### src/rtl/microwave_pkg.sv
// Shared types and BCD constants for the microwave controller timer stage.
package microwave_pkg;

    typedef enum logic [1:0] {
        ST_EMPTY = 2'd0,
        ST_ARMED = 2'd1,
        ST_RUN   = 2'd2
    } timer_state_t;

    localparam logic [3:0] BCD_MAX         = 4'd9;
    localparam logic [3:0] SEC_TENS_RELOAD = 4'd5;

endpackage

### src/rtl/bcd_digit_down.sv
// One BCD nibble of the countdown register: load, decrement, and reload on underflow.
module bcd_digit_down (
    input  logic       clock,
    input  logic       resetn,
    input  logic       clr,
    input  logic       load,
    input  logic [3:0] load_val,
    input  logic       dec,
    input  logic [3:0] reload,
    output logic [3:0] q,
    output logic       is_zero,
    output logic       borrow
);

    logic [3:0] r_q;

    always_ff @(posedge clock or negedge resetn) begin
        if (!resetn)
            r_q <= 4'd0;
        else if (clr)
            r_q <= 4'd0;
        else if (load)
            r_q <= load_val;
        else if (dec)
            r_q <= is_zero ? reload : r_q - 4'd1;
    end

    assign q       = r_q;
    assign is_zero = (r_q == 4'd0);
    // Wrapping this digit takes one from the next-higher digit.
    assign borrow  = dec & is_zero;

endmodule

### src/rtl/timer_countdown.sv
// MM:SS keypad entry and per-second countdown; flags timer_done when all digits reach zero.
module timer_countdown
    import microwave_pkg::*;
#(
    parameter int CLK_HZ = 50_000_000
) (
    input  logic       clock,
    input  logic       resetn,
    input  logic       clearn,
    input  logic       key_valid,
    input  logic [3:0] key_code,
    input  logic       mag_on,
    output logic       timer_done,
    output logic [3:0] sec_ones,
    output logic [3:0] sec_tens,
    output logic [3:0] min_ones,
    output logic [3:0] min_tens,
    output logic       running
);

    localparam int              PW   = (CLK_HZ > 2) ? $clog2(CLK_HZ) : 1;
    localparam logic [PW-1:0]   PMAX = PW'(CLK_HZ - 1);

    timer_state_t    r_state;
    logic            r_running;
    logic [PW-1:0]   r_presc;

    logic [3:0][3:0] w_dig;
    logic [3:0][3:0] w_ld_val;
    logic [3:0][3:0] w_reload;
    logic [3:0]      w_dec;
    logic [3:0]      w_zero;
    logic [3:0]      w_borrow;
    logic            w_nonzero;
    logic            w_last;
    logic            w_count;
    logic            w_tick;
    logic            w_key_ok;

    assign w_nonzero = ~&w_zero;
    assign w_last    = &w_zero[3:1] & (w_dig[0] == 4'd1);
    assign w_count   = mag_on & w_nonzero;
    assign w_tick    = w_count & (r_presc == PMAX);
    assign w_key_ok  = key_valid & ~mag_on & (r_state != ST_RUN)
                     & (key_code <= BCD_MAX) & w_zero[3];

    // Index 0 is sec_ones; a key shifts every digit one place toward min_tens.
    assign w_ld_val = {w_dig[2], w_dig[1], w_dig[0], key_code};
    assign w_dec    = {w_borrow[2:0], w_tick};
    assign w_reload = {BCD_MAX, BCD_MAX, SEC_TENS_RELOAD, BCD_MAX};

    for (genvar i = 0; i < 4; i++) begin : g_dig
        bcd_digit_down u_dig (
            .clock    (clock),
            .resetn   (resetn),
            .clr      (~clearn),
            .load     (w_key_ok),
            .load_val (w_ld_val[i]),
            .dec      (w_dec[i]),
            .reload   (w_reload[i]),
            .q        (w_dig[i]),
            .is_zero  (w_zero[i]),
            .borrow   (w_borrow[i])
        );
    end

    always_ff @(posedge clock or negedge resetn) begin
        if (!resetn)
            r_presc <= '0;
        else if (!clearn || w_key_ok)
            r_presc <= '0;
        else if (w_count)
            r_presc <= (r_presc == PMAX) ? '0 : r_presc + 1'b1;
    end

    always_ff @(posedge clock or negedge resetn) begin
        if (!resetn) begin
            r_state   <= ST_EMPTY;
            r_running <= 1'b0;
        end else if (!clearn) begin
            r_state   <= ST_EMPTY;
            r_running <= 1'b0;
        end else begin
            case (r_state)
                ST_EMPTY, ST_ARMED: begin
                    if (w_count) begin
                        r_state   <= ST_RUN;
                        r_running <= 1'b1;
                    end else begin
                        r_state   <= w_nonzero ? ST_ARMED : ST_EMPTY;
                        r_running <= 1'b0;
                    end
                end
                ST_RUN: begin
                    // Leave RUN on the same edge the final decrement lands.
                    if ((w_tick && w_last) || !w_nonzero) begin
                        r_state   <= ST_EMPTY;
                        r_running <= 1'b0;
                    end else if (!mag_on) begin
                        r_state   <= ST_ARMED;
                        r_running <= 1'b0;
                    end
                end
                default: begin
                    r_state   <= ST_EMPTY;
                    r_running <= 1'b0;
                end
            endcase
        end
    end

    assign sec_ones   = w_dig[0];
    assign sec_tens   = w_dig[1];
    assign min_ones   = w_dig[2];
    assign min_tens   = w_dig[3];
    assign timer_done = ~w_nonzero;
    assign running    = r_running;

endmodule

### config.mk
export PLATFORM = sky130hd
export DESIGN_NAME = timer_countdown
export DESIGN_NICKNAME = d
export VERILOG_FILES = /design/src/rtl/microwave_pkg.sv /design/src/rtl/bcd_digit_down.sv /design/src/rtl/timer_countdown.sv
export SDC_FILE = /design/constraint.sdc
export NUM_CORES = 1
export LEC_CHECK = 0
export CAP_MARGIN = 10
export CORE_MARGIN = 4
export CORE_UTILIZATION = 35
export DETAILED_ROUTE_END_ITERATION = 7
export RECOVER_POWER = 100
export SETUP_SLACK_MARGIN = 0.5
export SLEW_MARGIN = 25
export SYNTH_ARGS = -nofsm -noshare
export SYNTH_HDL_FRONTEND = slang
export SYNTH_HIERARCHICAL = 1
export SYNTH_SLANG_ARGS = --single-unit
### constraint.sdc
create_clock -name clock -period 3.3 [get_ports clock]
set_input_delay 0.66 -clock clock [delete_from_list [all_inputs] [get_ports clock]]
set_output_delay 0.66 -clock clock [all_outputs]
set_load 0.01 [all_outputs]
# ---- After elaboration in Yosys (flattened, before gate mapping)
# Index checks and enable logic that the tools add are counted.
dict set report totals {
  register_bits 45
  latchBits 0
  mem_bits_rw 0
  rom_bits 0
  in_bits 9
  out_inout_bits 18
  n_memories 0
}
dict set report classes {
  n_addsub 5
  mul 0
  div 0
  order_cmp 1
  eq_ne 10
  shift 0
  n_mux 30
  bitwise_logic 11
  reduce_logical 14
}
# cell n
set op_table {}
lappend op_table {{26-bit two-way mux} 3}
lappend op_table {{4-bit two-way mux} 16}
lappend op_table {{26-bit by 1-bit adder with 26-bit output, second input constant} 1}
lappend op_table {{26-bit == test, second input constant} 1}
lappend op_table {{4-bit zero test} 4}
lappend op_table {{4-bit by 1-bit subtractor with 4-bit output, second input constant} 4}
lappend op_table {{3-bit by 1-bit inequality test with 1-bit output, second input constant} 4}
lappend op_table {{1-bit AND} 10}
lappend op_table {{2-bit two-way mux} 4}
lappend op_table {{1-bit two-way mux} 5}
lappend op_table {{4-bit by 1-bit == test with 1-bit output, second input constant} 1}
lappend op_table {{4-bit less-or-equal comparator, second input constant} 1}
lappend op_table {{4-bit inequality test, second input constant} 1}
lappend op_table {{2-bit case mux with 2 select lines} 1}
lappend op_table {{4-bit AND reduction} 1}
lappend op_table {{3-bit AND reduction} 1}
lappend op_table {{2-bit by 1-bit == test with 1-bit output, second input constant} 1}
lappend op_table {{2-bit == test, second input constant} 1}
lappend op_table {{1-bit zero test} 2}
lappend op_table {{2-bit zero test} 1}
lappend op_table {{1-bit logical OR} 2}
lappend op_table {{2-bit inequality test, second input constant} 1}
lappend op_table {{1-bit case mux with 2 select lines} 1}
lappend op_table {{2-bit nonzero test} 1}
lappend op_table {{other kinds (3)} 3}

# ---- Longest topological paths before layout
# Gate-level depths: netlist (run 1).
dict set report depth {
  word_depth 11
  depth_mapped 13
  mapped_depth_nobuf 13
}

# ---- Cells and area by module
# Netlist (run 1), hierarchy kept.
# mod instances cells_per_inst area_each_um2 seq_area_each_um2
set modules_own_cells {}
lappend modules_own_cells {timer_countdown 1 179 1716.6 725.7}
lappend modules_own_cells {bcd_digit_down 4 38 329.1 100.1}

# ---- Least setup slack after synthesis (run 1)
# OpenSTA, ideal clock, no wires.
dict set report synth_timing {
  path_kind {register to register}
  from {register g_dig[2].u_dig.r_q[0]}
  to {register g_dig[3].u_dig.r_q[1]}
  arrival_time_ns 3.178
  slack_ns 0.022
  stages_incl_launch_ff 14
  path_buffers 0
  period_less_slack_ns 3.278
  path_cell_list {dfrtp_1 > inv_1 > ha_1 > nor3b_4 > nand4_1 > inv_1 > nor4b_4 > and3_1 > and2_1 > and2_1 > and2_1 > inv_1 > or3_1 > a311oi_1}
}
dict set report synth_between {
  elab_chain_cells 9
}
# item line_no
set synth_lines {}
lappend synth_lines {{from (decl)} bcd_digit_down.sv:15} ;# logic [3:0] r_q;
lappend synth_lines {{from (signal assigned)} bcd_digit_down.sv:23} ;# r_q <= load_val;
lappend synth_lines {{from (signal assigned)} bcd_digit_down.sv:25} ;# r_q <= is_zero ? reload : r_q - 4'd1;
lappend synth_lines {{4-bit zero test} bcd_digit_down.sv:29} ;# assign is_zero = (r_q == 4'd0);
lappend synth_lines {{via w_zero[2]} timer_countdown.sv:32} ;# logic [3:0] w_zero;
lappend synth_lines {{4-bit AND reduction} timer_countdown.sv:40} ;# assign w_nonzero = ~&w_zero;
lappend synth_lines {{via timer_done} timer_countdown.sv:13} ;# output logic timer_done,
lappend synth_lines {{1-bit zero test} timer_countdown.sv:40}
lappend synth_lines {{1-bit AND} timer_countdown.sv:42} ;# assign w_count = mag_on & w_nonzero;
lappend synth_lines {{1-bit AND} timer_countdown.sv:43} ;# assign w_tick = w_count & (r_presc == PMAX);
lappend synth_lines {{via w_tick} timer_countdown.sv:37} ;# logic w_tick;
lappend synth_lines {{1-bit AND} bcd_digit_down.sv:31} ;# assign borrow = dec & is_zero;
lappend synth_lines {{via w_borrow[0]} timer_countdown.sv:33} ;# logic [3:0] w_borrow;
lappend synth_lines {{1-bit AND} bcd_digit_down.sv:31}
lappend synth_lines {{via w_borrow[1]} timer_countdown.sv:33}
lappend synth_lines {{1-bit AND} bcd_digit_down.sv:31}
lappend synth_lines {{via w_borrow[2]} timer_countdown.sv:33}
lappend synth_lines {{3-bit by 1-bit inequality test with 1-bit output (no line)} -}
lappend synth_lines {{to (signal assigned)} bcd_digit_down.sv:23}
lappend synth_lines {{to (signal assigned)} bcd_digit_down.sv:25}
lappend synth_lines {{to (decl)} bcd_digit_down.sv:15}
# The timed path passes the listed nets, and every way through them passes these cells.
# A chain may end at the register's enable or synchronous reset.

# ---- Worst setup path in the final report (run 1)
dict set report layout_timing {
  from {register g_dig[3].u_dig.r_q[0]}
  to {output port timer_done}
}
dict set report layout_between {
  elab_chain_cells 2
}
# item line_no
set layout_lines {}
lappend layout_lines {{4-bit zero test} bcd_digit_down.sv:29}
lappend layout_lines {{via w_zero[3]} timer_countdown.sv:32}
lappend layout_lines {{4-bit AND reduction} timer_countdown.sv:40}
lappend layout_lines {{to (decl)} timer_countdown.sv:13}
# The timed path passes the listed nets, and every way through them passes these cells.

==> qor.csv, run 1 <==
stage,metric,value,unit
run_status,outcome,"finished, final reports clean",
setup_path,crit_end,timer_done,
sta,worst_slack,0.365,ns
place,gp_congestion,0.807,
floorplanning,rows,33,
clock_tree,clkSlewWorstSetupHoldPaths,0.09,ns
grt,grt_pass1_vias,2611,
place,dpl.hpwl,5080,µm
synthesis,synth_area,0.00303,mm²
setup_path,timing.rr.start,g_dig[3].u_dig/q[0],
clock_tree,root_buffer,clkbuf_8,
setup_path,cp.arrival,2.27,ns
clock_tree,cts.sinks,45,
clock_tree,insertion_delay,0.31,ns
final_layout,area_delta_synth_final,23.3,%
setup_path,critical_path_class,reg -> out,
sta,slew_headroom,60.3,%
sta,worst_slew_pin_slew,0.595,ns
setup_path,worstReg2RegEnd,g_dig[3].u_dig/q[1],
clock_tree,clock_path_buffers,2,
drt,final_antenna_net_count,0,
power_and_ir_drop,max-vdd-ir-drop,0.129,mV
sta,hold_violations,0,
drt,wl,7490,µm
hold_path,hp-class,in -> async,
sta,fin_crit,2.93,ns
drt,detail_route.vias_per_cell,5.34,
drt,wl_per_cell,14.8,µm
drt,num_vias,2696,
grt,grt_first_pass_wirelength,12600,µm
final_layout,drive_above_1_share,14.8,%
clock_tree,cts_hold_buf,0,
sta,rsz0062_at_grt,false,
sta,final-setup-viol-count,0,
drt,first_pass_iters,4,
clock_tree,cts_htree_levels,2,
setup_path,worstPathMaxFanout,5,
final_layout,fin_nets,417,
floorplanning,fp.dieW,101,µm
setup_path,worst_path_largest_cell_delay,0.44,ns
drt,drc,0,
sta,tns,0,ns
setup_path,r2r_cells,13,
floorplanning,dieHeight,101,µm
final_layout,diodes,0,
grt,grt_overflow_total,0,
setup_path,startpoint,g_dig[3].u_dig/q[0],
drt,drt-initial-drc-count,104,
synthesis,yosysWarnings,6,
run,max_cap_viol_count,0,
setup_path,required,2.64,ns
setup_path,cp_slowest_cell,nor3b_1,
floorplanning,io_pins,27,
place,port_buffers,26,
synthesis,synthCells,330,
floorplanning,start_util,36.5,%
power_and_ir_drop,power_density,312,mW/mm²
power_and_ir_drop,power_leakage,1.56,nW
clock_tree,cts_made_buffers,5,
setup_path,cp_cell_sequence,inv_2 -> ha_1 -> nor3b_1 -> nand4_1 -> inv_1 -> buf_4 -> dlygate4sd2_1,
grt,grt_use_total,15.2,%
grt,grt_max_degree,46,
setup_path,r2r_slack,0.42,ns
sta,finClkSkew,0.00537,ns
floorplanning,fp.coreArea,0.00830,mm²
setup_path,cp-start-kind,flip-flop,
sta,fmax,341,MHz
sta,maxSlewViolCount,0,
floorplanning,dieArea,0.0102,mm²
sta,finalCritPeriodShare,88.9,%
place,preCtsSetupSlack,0.267,ns
synthesis,avgSynthCellArea,9.17,µm²
grt,antenna_found_initial,0,
clock_tree,cts_tree,built,
setup_path,cp-end-kind,primary output,
metal layers:
metal  vias to the layer above  global-route usage, %  part of all wire, %
met5                         -                      0                    0
met2                        52                   25.9                   48
met3                         8                   2.63                  4.2
met4                         0                   3.68                 0.96
li1                       1327                      -                    -
met1                      1309                   20.0                   47
worst min-delay path by stage:
stage / end / startpoint / slack (ns) / cells after the start
2_1_floorplan: g_dig[0].u_dig/q[0] / resetn / 0.36 / 0
3_3_place_gp: r_state[0] / r_state[0] / 0.54 / 3
3_5_place_dp: r_state[0] / r_state[0] / 0.53 / 3
4_1_cts: g_dig[0].u_dig/q[2] / resetn / 0.37 / 1
5_1_grt: g_dig[0].u_dig/q[2] / resetn / 0.39 / 1
6_report: g_dig[0].u_dig/q[3] / resetn / 0.34 / 1
registers in the layout, summed over array words and instances (netlist names):
name / flops
r_presc: 26
g_dig.u_dig/q: 16
r_state: 2
running: 1
stage by stage:
stage	util [%]	total power [mW]	cell area [µm²]	cells	hold slack [ns]
finish	45.0	1.17	3730	505	0.337
CTS	45.2	1.19	3750	503	0.374
global placement	42.4	0.772	3520	478	0.537
global route	45.0	1.22	3730	505	0.394
floorplan	-	0.699	3110	344	0.364
detailed placement	42.4	0.775	3520	478	0.530
report_power, final:
| group | internal [mW] | switching, mW |
|---|---|---|
| registers | 0.561 | 0.00939 |
| logic | 0.0826 | 0.118 |
| clock network | 0.190 | 0.204 |
| total | 0.834 | 0.332 |
worst max-delay path, delay by kind of cell (launching register included):
kind | cells | cell delay [ns]
fa+ha+maj | 1 | 0.21
buf+inv | 4 | 0.71
simple gates | 2 | 0.64
flops | 1 | 0.41
layout by cell type, fill, tap and decap left out, drive strengths merged, types with 5 or more instances in the layout:
cell,n
dfrtp,45
nor3,10
xor2,11
nand4,11
nor2b,17
a311oi,9
ha,9
dlygate4sd3,17
buf,22
o2111ai,8
o211ai,6
nand2,38
a21oi,12
mux2i,5
o21a,6
nand3,10
xnor2,6
a31oi,9
and2,10
conb,16
nor2,35
clkbuf,12
clkdlybuf4s50,7
nor4,6
inv,17
final cells by class:
cell class                 instances  area, µm²
fill                             829       4570
timing repair buffer              52        440
multi-input combinational        278       1860
sequential                        45       1130
inverter                          17       63.8
tap                              105        131
clock buffer                       7       96.3
clock inverter                     1       5.00
timing repair:
item	in CTS	in global routing
endpoints found under the setup margin	6	2
buffers inserted	17	2
endpoints found under the hold margin	0	0
gates resized for setup	2	2
cloned	0	0
pin swaps	6	4
Power figures use the tool's default switching activity.
==> inputs of run 2 (changes only) <==
--- a/config.mk
+++ b/config.mk
@@ -10,7 +10,7 @@
 export CORE_UTILIZATION = 35
 export DETAILED_ROUTE_END_ITERATION = 7
 export RECOVER_POWER = 100
-export SETUP_SLACK_MARGIN = 0.5
+export SETUP_SLACK_MARGIN = 0.02
 export SLEW_MARGIN = 25
 export SYNTH_ARGS = -nofsm -noshare
 export SYNTH_HDL_FRONTEND = slang
==> run 2 against run 1 <==
  * The flow now finishes with violations (max-capacitance violations, max-slew violations)
  * Cell area decreased by 3.2%
  * Sequential power about the same
  * Largest power group unchanged
  * Final cell count shrank 2.4%
==> qor.csv, run 2 (synthesis results as in run 1) <==
stage,metric,value,unit,change
final_layout,final_cell_mix,"dfrtp_1, nand2_1, nor2_1, dlygate4sd3_1, nor2b_1",,
sta,finClkSkew,0.00653,ns,+0.00116 ns
hold_path,min_to,running,,
drt,first_pass_iters,4,,unchanged
place,gp_congestion,0.779,,-3.5%
clock_tree,insertion_delay,0.30,ns,about the same
clock_tree,root_buffer,clkbuf_8,,
sta,hold_violations,0,,unchanged
final_layout,register_area,0.00113,mm²,-0.44%
floorplanning,dieArea,0.0102,mm²,unchanged
floorplanning,fp.dieW,101,µm,unchanged
drt,routed.top_layer,met4,,
run,max_cap_viol_count,1,,+1
drt,drt-initial-drc-count,103,,-0.96%
final_layout,fin_nets,405,,-2.9%
sta,fmax,321,MHz,-5.7%
final_layout,diodes,0,,unchanged
drt,wl,7320,µm,-2.3%
setup_path,r2r_slack,0.29,ns,-0.13 ns
clock_tree,clock_path_buffers,2,,unchanged
setup_path,timing.rr.start,g_dig[3].u_dig/q[0],,
floorplanning,fp.coreArea,0.00830,mm²,unchanged
place,preCtsSetupSlack,0.145,ns,-0.122 ns
clock_tree,cts_htree_levels,2,,unchanged
final_layout,drive_above_1_share,10.3,%,-4.4 points
grt,grt_pass1_vias,2677,,+2.5%
final_layout,layout_commonest_cell,dfrtp_1,,
sta,worst_slew_pin_slew,2.50,ns,+1.91 ns
final_layout,largest_reg_flops,26,,unchanged
run_status,violations,"max-capacitance violations, max-slew violations",,
sta,maxSlewViolCount,46,,+46
final_layout,area_delta_synth_final,19.4,%,
sta,fin_hold_ws,0.527,ns,+0.190 ns
hold_path,whs_path_depth,1,,
floorplanning,rows,33,,unchanged
setup_path,critical_path_class,reg -> out,,
sta,slew_headroom,-67.0,%,-130 points
sta,fin_crit,3.11,ns,+0.177 ns
drt,wl_met2,3390,µm,-6.1%
grt,grt_max_degree,46,,unchanged
grt,grt_first_pass_wirelength,12900,µm,+2.1%
final_layout,design_area,0.00361,mm²,-3.2%
drt,num_vias,2606,,-3.3%
clock_tree,cts.sinks,45,,unchanged
setup_path,cp-start-kind,flip-flop,,
final_layout,final_util,43.6,%,-1.4 points
grt,antenna_found_initial,0,,unchanged
final_layout,multi_input_comb_area,0.00185,mm²,-0.67%
drt,wl_met3,176,µm,-44%
clock_tree,cts_hold_buf,0,,unchanged
power_and_ir_drop,max-vdd-ir-drop,0.133,mV,+3.2%
clock_tree,cts_tree,built,,
sta,finalCritPeriodShare,94.3,%,+5.4 points
run_status,outcome,"finished, violations left",,
final_layout,instances_no_fill,493,,-2.4%
floorplanning,start_util,36.5,%,unchanged
final_layout,top_register,r_presc,,
power_and_ir_drop,power_density,313,mW/mm²,+0.20%
drt,wl_per_cell,14.8,µm,about the same
hold_path,min_from,running,,
hold_path,hp-class,reg -> reg,,
setup_path,cp.arrival,2.45,ns,+0.18 ns
grt,grt_use_total,15.5,%,+0.32 points
grt,grt_overflow_total,0,,unchanged
floorplanning,dieHeight,101,µm,unchanged
setup_path,worstPathMaxFanout,6,,+1
setup_path,r2r_cells,13,,unchanged
setup_path,worstReg2RegEnd,g_dig[3].u_dig/q[1],,
place,dpl.hpwl,5220,µm,+2.8%
clock_tree,clkSlewWorstSetupHoldPaths,0.09,ns,about the same
drt,wl_met1,3630,µm,+4.2%
floorplanning,io_pins,27,,unchanged
drt,final_antenna_net_count,0,,unchanged
sta,tns,0,ns,unchanged
drt,detail_route.vias_per_cell,5.29,,-0.99%
power_and_ir_drop,power_leakage,1.50,nW,-3.9%
power_and_ir_drop,finalPower,1.13,mW,-3.0%
setup_path,required,2.64,ns,about the same
clock_tree,cts_made_buffers,5,,unchanged
sta,worst_slack,0.188,ns,-0.177 ns
drt,drc,0,,unchanged
sta,rsz0062_at_grt,false,,
sta,final-setup-viol-count,0,,unchanged
final_layout,fillCellCount,805,,-2.9%
place,dp_cells,482,,+0.84%
place,dpl_cell_area,0.00352,mm²,unchanged
setup_path,cp-end-kind,primary output,,
place,port_buffers,26,,unchanged
## run 2: cell count changes in the layout (fill, tap and decap cells not counted), sizes merged
cell,delta
clkbuf,+1
dlygate4sd3,+1
clkinv,+1
dlygate4sd2,-1
buf,-14
## run 2: critical path, stage by stage, from the launching register on
cell	delay [ns]
dfrtp_1	0.43
inv_1	0.12
ha_1	0.25
nor3b_4	0.35
nand4_1	0.22
inv_2	0.14
dlygate4sd3_1	0.66
## run 2: power by group
part           switching, mW  internal, mW
Clock                  0.197         0.170
Combinational          0.113        0.0787
Sequential            0.0107         0.561
## run 2: how the worst max path moves through the flow
| stage | cells after the start | to | slack (ns) | startpoint |
|---|---|---|---|---|
| after CTS | 13 | g_dig[3].u_dig/q[1] | 0.10 | g_dig[1].u_dig/q[0] |
| after floorplan | 13 | g_dig[3].u_dig/q[1] | 0.04 | g_dig[2].u_dig/q[0] |
| final | 6 | timer_done | 0.19 | g_dig[3].u_dig/q[0] |
| after global routing | 1 | g_dig[2].u_dig/q[0] | 0.03 | resetn |
| after global placement | 13 | g_dig[3].u_dig/q[1] | 0.27 | g_dig[2].u_dig/q[0] |
| after detailed placement | 13 | g_dig[3].u_dig/q[1] | 0.14 | g_dig[1].u_dig/q[0] |
## run 2: cell type report
type,instances,area share (%)
inverter,17,1.77
clock inverter,2,0.381
sequential,45,31.2
multi-input combinational,278,51.2
tap,105,3.63
clock buffer,6,2.28
timing repair buffer,40,9.55
## run 2: timing repair
action                     CTS  global route
setup endpoints to repair    0             5
setup buffers                0             3
resized for setup            0             5
## run 2: per-layer routing
| layer | global-route usage (%) | up-vias |
|---|---|---|
| li1 | - | 1308 |
| met1 | 22.1 | 1257 |
| met2 | 24.6 | 34 |
| met3 | 2.42 | 7 |
| met4 | 4.29 | 0 |
| met5 | 0 | - |
==> inputs of run 3 (changes only) <==
--- a/config.mk
+++ b/config.mk
@@ -9,6 +9,7 @@
 export CORE_MARGIN = 4
 export CORE_UTILIZATION = 35
 export DETAILED_ROUTE_END_ITERATION = 7
+export PLACE_DENSITY_LB_ADDON = 0.3
 export RECOVER_POWER = 100
 export SETUP_SLACK_MARGIN = 0.02
 export SLEW_MARGIN = 25
==> run 3 against run 2 <==
  * The run still ends with max-capacitance violations, max-slew violations left
  * Cell area down 0.42%
  * Fmax down 0.55%
  * Global-route usage down 0.61 points
  * Die area unchanged
  * Largest cell class unchanged
  * Highest routed layer unchanged
==> qor.csv, run 3 (synthesis results as in run 1) <==
stage,metric,value,unit,change
run_status,outcome,"finished, violations left",,
run_status,violations,"max-capacitance violations, max-slew violations",,
drt,final_antenna_net_count,0,,unchanged
clock_tree,root_buffer,clkbuf_8,,
sta,rsz0062_at_grt,false,,
setup_path,required,2.64,ns,about the same
floorplanning,start_util,36.5,%,unchanged
grt,antenna_found_initial,0,,unchanged
final_layout,fillCellCount,830,,+3.1%
drt,first_pass_iters,4,,unchanged
power_and_ir_drop,power_density,310,mW/mm²,-0.97%
final_layout,instances_no_fill,489,,-0.81%
drt,wl,7220,µm,-1.3%
final_layout,largest_reg_flops,26,,unchanged
final_layout,top_register,r_presc,,
floorplanning,fp.dieW,101,µm,unchanged
clock_tree,cts_tree,built,,
floorplanning,io_pins,27,,unchanged
hold_path,hp-class,reg -> reg,,
final_layout,diodes,0,,unchanged
sta,finalCritPeriodShare,94.8,%,+0.52 points
sta,final-setup-viol-count,0,,unchanged
clock_tree,postCtsSetupBuffers,0,,unchanged
sta,finClkSkew,0.00749,ns,+0.000966 ns
grt,grt_pass1_vias,2568,,-4.1%
floorplanning,fp.coreArea,0.00830,mm²,unchanged
clock_tree,cts.sinks,45,,unchanged
final_layout,drive_above_1_share,10.2,%,-0.15 points
run,max_cap_viol_count,1,,unchanged
drt,num_vias,2590,,-0.61%
clock_tree,cts_hold_buf,0,,unchanged
grt,grt_use_total,14.9,%,-0.61 points
power_and_ir_drop,power_leakage,1.48,nW,-1.2%
setup_path,cp.arrival,2.47,ns,+0.02 ns
setup_path,worstPathMaxFanout,6,,unchanged
place,gp_congestion,0.815,,+4.6%
power_and_ir_drop,max-vdd-ir-drop,0.123,mV,-7.7%
final_layout,layout_commonest_cell,dfrtp_1,,
grt,grt_first_pass_wirelength,12400,µm,-4.0%
sta,fin_crit,3.13,ns,+0.0173 ns
drt,wl_per_cell,14.8,µm,-0.48%
floorplanning,dieArea,0.0102,mm²,unchanged
setup_path,critical_path_class,reg -> out,,
clock_tree,clock_path_buffers,2,,unchanged
clock_tree,cts_made_buffers,5,,unchanged
floorplanning,rows,33,,unchanged
place,dp_cells,481,,-0.21%
setup_path,cp-start-kind,flip-flop,,
grt,grt_overflow_total,0,,unchanged
final_layout,fin_nets,401,,-0.99%
sta,worst_slew_pin_slew,2.46,ns,-0.0399 ns
sta,fmax,320,MHz,-0.55%
sta,hold_violations,0,,unchanged
drt,drc,0,,unchanged
final_layout,final_cell_mix,"dfrtp_1, nand2_1, nor2_1, inv_1, nor2b_1",,
power_and_ir_drop,finalPower,1.12,mW,-1.4%
clock_tree,insertion_delay,0.30,ns,about the same
drt,drt-initial-drc-count,134,,+30%
sta,tns,0,ns,unchanged
floorplanning,dieHeight,101,µm,unchanged
drt,detail_route.vias_per_cell,5.30,,+0.20%
final_layout,register_area,0.00113,mm²,+0.22%
sta,maxSlewViolCount,46,,unchanged
final_layout,area_delta_synth_final,18.9,%,
place,port_buffers,26,,unchanged
clock_tree,clkSlewWorstSetupHoldPaths,0.09,ns,about the same
final_layout,multi_input_comb_area,0.00186,mm²,+0.81%
sta,slew_headroom,-64.3,%,+2.7 points
sta,fin_hold_ws,0.565,ns,+0.0376 ns
place,dpl.hpwl,5090,µm,-2.4%
clock_tree,cts.repair.resized,0,,unchanged
clock_tree,cts_htree_levels,2,,unchanged
setup_path,cp-end-kind,primary output,,
grt,grt_max_degree,46,,unchanged
-- run 3: cell count changes in the layout (fill, tap and decap cells not counted), moves of 2 or more --
cell,change
clkbuf_4,-2
dfrtp_2,+2
dlygate4sd3_1,-2
clkdlybuf4s50_1,+2
dfrtp_1,-2
-- run 3: final timing paths --
check,start,end,slack [ns],cells after the start
min in group asynchronous,resetn,r_presc[25],1.10,1
hold / removal,r_presc[25],r_presc[25],0.56,2
max in group asynchronous,resetn,g_dig[1].u_dig/q[1],0.61,1
setup reg to reg,g_dig[1].u_dig/q[0],g_dig[3].u_dig/q[1],0.24,13
setup / recovery,g_dig[1].u_dig/q[0],timer_done,0.17,6
hold reg to reg,r_presc[25],r_presc[25],0.56,2
-- run 3: area by class of cell --
type                            instances  share of cell area, %
Multi-Input combinational cell        278                   51.8
Sequential cell                        45                   31.4
Timing Repair Buffer                   36                   8.86
Tap cell                              105                   3.65
Clock buffer                            5                   1.91
Inverter                               17                   1.77
Clock inverter                          3                  0.591
-- run 3: per-layer routing --
metal	routed length [µm]	up-vias	track usage [%]
li1	-	1299	-
met1	3730	1247	21.5
met2	3210	38	23.7
met3	213	6	2.35
met4	65	0	3.07
met5	0	-	0
-- run 3: critical path, stage by stage (launching register included) --
cell,delay [ns]
dfrtp_2,0.45
inv_1,0.11
ha_1,0.23
nor3b_4,0.32
nand4_1,0.22
inv_1,0.22
clkdlybuf4s50_1,0.62
-- run 3: stage by stage --
step | utilization (%) | area [µm²] | setup slack, ns
after global placement | 42.3 | 3510 | 0.245
after global routing | 43.4 | 3600 | 0.0212
final | 43.4 | 3600 | 0.171
after detailed placement | 42.3 | 3510 | 0.103
after CTS | 43.4 | 3600 | 0.0668
after floorplan | - | 3080 | 0.0353
-- run 3: power breakdown --
part	leakage, nW	internal [mW]	switching, mW
clock network	0.0445	0.151	0.204
logic	0.816	0.0731	0.113
registers	0.618	0.561	0.0138
total	1.48	0.785	0.330
